--- src/rtl/c17_pkg.sv ---
// Shared definitions for the pipelined c17 array: lane widths, the stage-1
// intermediate struct, and the per-lane evaluation functions.
package c17_pkg;

    localparam int PI_PER_LANE = 5;
    localparam int PO_PER_LANE = 2;

    typedef struct packed {
        logic n9;
        logic n10;
        logic n12;
    } c17_s1_t;

    function automatic c17_s1_t c17_stage1_eval(input logic [PI_PER_LANE-1:0] pi);
        logic n8;
        c17_s1_t s1;
        n8     = pi[2] & pi[3];
        s1.n9  = pi[1] & ~n8;
        s1.n10 = pi[0] & pi[2];
        s1.n12 = pi[4] & ~n8;
        return s1;
    endfunction

    // Result packing: bit 0 = po0, bit 1 = po1.
    function automatic logic [PO_PER_LANE-1:0] c17_stage2_eval(input c17_s1_t s1);
        return {s1.n9 | s1.n12, s1.n9 | s1.n10};
    endfunction

    function automatic logic [PO_PER_LANE-1:0] c17_lane_eval(input logic [PI_PER_LANE-1:0] pi);
        return c17_stage2_eval(c17_stage1_eval(pi));
    endfunction

endpackage

--- src/rtl/c17_lane.sv ---
// One c17 lane as a 2-stage registered datapath; load enables come from the
// shared handshake control in the top.
module c17_lane
    import c17_pkg::*;
(
    input  logic                   clk,
    input  logic                   rst_n,
    input  logic                   s1_load,
    input  logic                   s2_load,
    input  logic [PI_PER_LANE-1:0] pi,
    output logic [PO_PER_LANE-1:0] po,
    output logic [PO_PER_LANE-1:0] po_next
);

    c17_s1_t s1_q;

    assign po_next = c17_stage2_eval(s1_q);

    // NOTE: data flops are reset too so a discarded transaction can never leave
    // a stale pattern on out_po after reset release.
    always_ff @(posedge clk or negedge rst_n) begin
        if (!rst_n) begin
            s1_q <= '0;
            po   <= '0;
        end else begin
            if (s1_load) s1_q <= c17_stage1_eval(pi);
            if (s2_load) po   <= po_next;
        end
    end

endmodule

--- src/rtl/c17_pipe_array.sv ---
// LANES-wide c17 evaluator behind a 2-stage valid/ready pipeline with a
// delivered-result counter. Define C17_PIPE_ARRAY_PARITY_EN to add out_par.
module c17_pipe_array
    import c17_pkg::*;
#(
    parameter int LANES   = 4,
    parameter int COUNT_W = 16
) (
    input  logic                           clk,
    input  logic                           rst_n,
    input  logic                           in_valid,
    output logic                           in_ready,
    input  logic [PI_PER_LANE*LANES-1:0]   in_pi,
    output logic                           out_valid,
    input  logic                           out_ready,
    output logic [PO_PER_LANE*LANES-1:0]   out_po,
`ifdef C17_PIPE_ARRAY_PARITY_EN
    output logic                           out_par,
`endif
    output logic [COUNT_W-1:0]             out_count,
    output logic                           busy
);

    logic s1_valid;
    logic s2_valid;
    logic s1_adv;
    logic s2_adv;
    logic in_xfer;
    logic [PO_PER_LANE*LANES-1:0] po_next;

    assign s2_adv    = !s2_valid || out_ready;
    assign s1_adv    = !s1_valid || s2_adv;
    assign in_ready  = s1_adv;
    assign in_xfer   = in_valid && s1_adv;
    assign out_valid = s2_valid;
    assign busy      = s1_valid || s2_valid;

    // NOTE: all sequential state uses non-blocking assignments so every flop
    // samples the pre-edge values regardless of block ordering.
    always_ff @(posedge clk or negedge rst_n) begin
        if (!rst_n) begin
            s1_valid  <= 1'b0;
            s2_valid  <= 1'b0;
            out_count <= '0;
        end else begin
            if (s1_adv) s1_valid <= in_xfer;
            if (s2_adv) s2_valid <= s1_valid;
            if (s2_valid && out_ready) out_count <= out_count + COUNT_W'(1);
        end
    end

    for (genvar k = 0; k < LANES; k++) begin : g_lane
        c17_lane u_lane (
            .clk     (clk),
            .rst_n   (rst_n),
            .s1_load (in_xfer),
            .s2_load (s2_adv),
            .pi      (in_pi[k*PI_PER_LANE +: PI_PER_LANE]),
            .po      (out_po[k*PO_PER_LANE +: PO_PER_LANE]),
            .po_next (po_next[k*PO_PER_LANE +: PO_PER_LANE])
        );
    end

`ifdef C17_PIPE_ARRAY_PARITY_EN
    // Parity shares the stage-2 load enable, so it is held exactly like out_po.
    always_ff @(posedge clk or negedge rst_n) begin
        if (!rst_n) begin
            out_par <= 1'b0;
        end else if (s2_adv) begin
            out_par <= ^po_next;
        end
    end
`else
    logic unused_po_next;
    assign unused_po_next = ^po_next;
`endif

endmodule

--- config.mk ---
export PLATFORM = sky130hd
export DESIGN_NAME = c17_pipe_array
export DESIGN_NICKNAME = d
export VERILOG_FILES = /design/src/rtl/c17_pkg.sv /design/src/rtl/c17_lane.sv /design/src/rtl/c17_pipe_array.sv
export SDC_FILE = /design/constraint.sdc
export NUM_CORES = 1
export LEC_CHECK = 0
export ABC_AREA = 1
export BUFFER_PORTS_ARGS = -buffer_cell sky130_fd_sc_hd__buf_2
export CORE_MARGIN = 8
export CORE_UTILIZATION = 52
export DETAILED_ROUTE_END_ITERATION = 12
export GPL_TIMING_DRIVEN = 0
export HOLD_SLACK_MARGIN = 0.03
export PLACE_DENSITY = 0.78
export SLEW_MARGIN = 25
export SYNTH_ARGS = -nofsm -noshare
export SYNTH_HDL_FRONTEND = slang
export SYNTH_HIERARCHICAL = 1
export SYNTH_SLANG_ARGS = --single-unit
--- constraint.sdc ---
create_clock -name clk -period 1.7 [get_ports clk]
set_input_delay 0.34 -clock clk [delete_from_list [all_inputs] [get_ports clk]]
set_output_delay 0.34 -clock clk [all_outputs]
set_load 0.005 [all_outputs]
**After elaboration in Yosys (flattened, before gate mapping)**

Index checks and enable logic that the tools add are counted.

- Add/subtract/negate cells: 1
- Bitwise gates (word level): 28
- Reduce and logical (&&, ||, !) cells: 7

Operators by type and width:

| cell | count |
|---|---|
| 16-bit by 1-bit adder with 16-bit output (second input constant) | 1 |
| 1-bit AND | 16 |
| 1-bit bitwise OR | 8 |
| 1-bit NOT | 4 |
| 1-bit logical OR | 3 |
| 1-bit logical AND | 2 |
| 1-bit zero test | 2 |

- Register bits after elaboration: 38
- Bits of input ports: 24
- Output and inout port bits: 27

**Logic depth before layout (Yosys ltp)**

- Depth after elaboration: 4
- Depth in mapped cells: 9
- Gate-level depth less buffers: 9

**By module**

Netlist, hierarchy kept.

Modules (own cells, without submodules):

| module | instances | cells an instance | area each (µm²) | sequential area each (µm²) |
|---|---|---|---|---|
| c17_pipe_array | 1 | 120 | 982.2 | 450.4 |
| c17_lane | 4 | 29 | 224.0 | 125.1 |

**Worst setup path before layout**

Ideal clock, no wire load.

- Path kind: reg-to-reg
- Start: register s2_valid (netlist: out_valid)
- End: register g_lane[0].u_lane/s1_q[1] (netlist bit)
- Library setup time: 0.119 ns
- Data arrival time: 1.123 ns
- Required time: 1.581 ns
- Slack: 0.458 ns
- Stages on the path, launching flop included: 7
- Period minus slack after synthesis: 1.242 ns
- Path through: dfrtp_1 -> nand3_1 -> nand2_1 -> inv_1 -> inv_1 -> nand2_1 -> nand2_1

- Longest elaborated chain between the ends: 4

Ends and longest elaborated chain:

| item | RTL line | source |
|---|---|---|
| from (decl) | c17_pipe_array.sv:25 | `logic s2_valid;` |
| from (signal assigned) | c17_pipe_array.sv:47 | `if (s2_adv) s2_valid <= s1_valid;` |
| 1-bit zero test | c17_pipe_array.sv:31 | `assign s2_adv = !s2_valid \|\| out_ready;` |
| 1-bit logical OR | c17_pipe_array.sv:31 |  |
| 1-bit logical OR | c17_pipe_array.sv:32 | `assign s1_adv = !s1_valid \|\| s2_adv;` |
| named net in_ready | c17_pipe_array.sv:12 | `output logic in_ready,` |
| 1-bit logical AND | c17_pipe_array.sv:34 | `assign in_xfer = in_valid && s1_adv;` |
| named net in_xfer | c17_pipe_array.sv:28 | `logic in_xfer;` |
| to (signal assigned) | c17_lane.sv:26 | `if (s1_load) s1_q <= c17_stage1_eval(pi);` |
| to (decl) | c17_lane.sv:15 | `c17_s1_t s1_q;` |

The timed path passes the listed nets, and every way through them passes these cells.
A chain may end at the register's enable or synchronous reset.

**Worst setup path in the final report**

- Start: register s2_valid (netlist: out_valid)
- End: output port busy

- Longest elaborated chain between the ends: 1

Ends and longest elaborated chain:

| item | RTL line | source |
|---|---|---|
| 1-bit logical OR | c17_pipe_array.sv:36 | `assign busy = s1_valid \|\| s2_valid;` |
| to (decl) | c17_pipe_array.sv:21 | `output logic busy` |

Every way passes these cells.

==> results.json <==
{
  "critPathMaxFanout": 5,
  "status": "completed",
  "cts_htree_levels": 2,
  "cellInternalPower_w": 0.00159,
  "die_area_sq_um": 5670,
  "final_antenna_net_count": 0,
  "reg2reg_depth": 6,
  "syn_avg_cell_area_sq_um": 8.02,
  "wirelength_um": 3580,
  "start_util_pct": 54.4,
  "cp.arrival_ps": 1230,
  "gr-total-overflow": 0,
  "period_share_pct": 92.5,
  "grt_pass1_wl_um": 6000,
  "nFillCells": 336,
  "coreArea_sq_um": 3360,
  "drv_cap": 0,
  "timing.max_slew.rel_slack_pct": 47.6,
  "antenna_cells": 0,
  "synthesis.area_sq_um": 1830,
  "slew_violations": 0,
  "drc": 0,
  "clk_latency_ps": 360,
  "hold_buffers": 0,
  "gp_congestion": 0.858,
  "rsz0062_at_grt": "false",
  "wl_per_cell_um": 10.8,
  "port_buffers": 50,
  "cp_slowest_stage_delay_ps": 450,
  "stdcell_count": 332,
  "dieHeight_um": 75.3,
  "num_rows": 21,
  "power_w": 0.00233,
  "synth_cells": 228,
  "drt_pass1_iterations": 4,
  "cp_slowest_cell": "dfrtp_1",
  "fin_worst_skew_ps": 5.42,
  "p_seq_share_pct": 51.8,
  "dp_hpwl_um": 2800,
  "yosys_warnings": 6,
  "cpLargestDelayFamily": "flip-flops",
  "die_x_um": 75.3,
  "drt-initial-drc-count": 87,
  "power.leakage_nw": 1.25,
  "cts.repair.resized": 0,
  "cts_buffer_depth": 2,
  "path_clk_slew_ps": 110,
  "clkSinkCount": 38,
  "vias_per_cell": 4.66,
  "syn-num-nets": 253,
  "pwr-share-clk_pct": 26.7,
  "post-cts-setup-buffer-count": 0,
  "setup_viol": 0,
  "tightest_slew_ps": 786,
  "hold_path.class": "in -> async",
  "crit_buf_inv": 1,
  "ir_worst_vdd_v": 0.000544,
  "min_period_ps": 1570,
  "combPwrFrac_pct": 21.6,
  "cts_made_buffers": 5,
  "regToRegSetupSlack_ps": 280,
  "worstSetupStartpointType": "flop",
  "track_usage_pct": 14.1,
  "switchingPower_w": 0.000739,
  "path_class": "reg -> out",
  "finalInstanceArea_sq_um": 2220,
  "fin_nets": 310,
  "powerDensity_nw_per_um2": 1050,
  "timing.rr.end": "g_lane[2].u_lane/s1_q[1]$_DFFE_PN0P_",
  "grt_max_degree": 39,
  "synthToLayoutAreaGrowth_pct": 21.4,
  "clockRootBuffer": "clkbuf_4",
  "placed_area_sq_um": 2140,
  "vias": 1546,
  "antenna_found_initial": 0,
  "fin_setup_tns_ps": 0,
  "hold_viol": 0,
  "cts_tree": "yes",
  "path_cells": "or2_2 > buf_2",
  "layout-drive-gt1-share_pct": 25.9,
  "io_pins": 51,
  "end_kind": "primary output",
  "fmax_ghz": 0.636,
  "cp.required_ps": 1360,
  "first_global_vias": 1501,
  "p_sw_share_pct": 31.8,
  "r2r_start": "out_valid$_DFFE_PN0P_",
  "dp.cells": 324
}
-- stage by stage --
stage / setup slack (ps) / hold WS, ps / util, %
finish: 127 / 49.3 / 66.0
global route: 79.8 / 113 / 66.0
CTS: 112 / 79.7 / 66.0
detailed placement: 236 / 460 / 63.5
global placement: 273 / 459 / 63.5
floorplan: 458 / 44.4 / -
-- power groups by stage --
stage | Clock [W] | Combinational (W) | Sequential, W
after floorplan | 0 | 0.000279 | 0.00121
after global placement | 0 | 0.000498 | 0.00122
after detailed placement | 0 | 0.000512 | 0.00122
after CTS | 0.000638 | 0.000515 | 0.00120
after global routing | 0.000683 | 0.000585 | 0.00123
final | 0.000620 | 0.000501 | 0.00120
-- final cells by class --
class	count	area [sq um]	share of cell area, %
inverters	39	148	6.66
flip-flops and latches	38	951	42.9
clock inverters	3	45.0	2.03
multi-input cells	151	729	32.9
clock buffers	5	37.5	1.69
well taps	46	57.6	2.59
repair buffers	50	250	11.3
-- per-layer routing --
metal	track usage, %	part of all wire (%)	wire length (um)
met1	15.7	44	1560
met2	22.7	46	1640
met3	5.00	8.7	312
met4	8.32	2.0	72
met5	0	0	0
-- layout by cell type (no fill, tap or decap), types with 5 or more instances in the layout --
cell / count
nand2_1: 91
buf_2: 50
dfrtp_1: 38
inv_1: 30
nand3_1: 12
nor2_1: 8
o21ai_0: 8
clkinv_1: 8
xor2_1: 7
nand2_2: 6
nand4_1: 5
clkbuf_4: 5
-- registers in the layout, summed over array words and instances (netlist names) --
register            count
g_lane.u_lane/po        8
out_valid               1
out_count              16
s1_valid                1
g_lane.u_lane/s1_q     12
-- how the worst max path moves through the flow --
stage          slack (ps)                                   end  depth (start not counted)                   from
6_report              130                                  busy                          2  out_valid$_DFFE_PN0P_
5_1_grt                80                                  busy                          2  out_valid$_DFFE_PN0P_
4_1_cts               110                                  busy                          2  out_valid$_DFFE_PN0P_
3_5_place_dp          240  g_lane[2].u_lane/s1_q[1]$_DFFE_PN0P_                          8              out_ready
3_3_place_gp          270  g_lane[3].u_lane/s1_q[1]$_DFFE_PN0P_                          8              out_ready
2_1_floorplan         460  g_lane[0].u_lane/s1_q[1]$_DFFE_PN0P_                          6  out_valid$_DFFE_PN0P_
(Power assumes the default switching activity.)
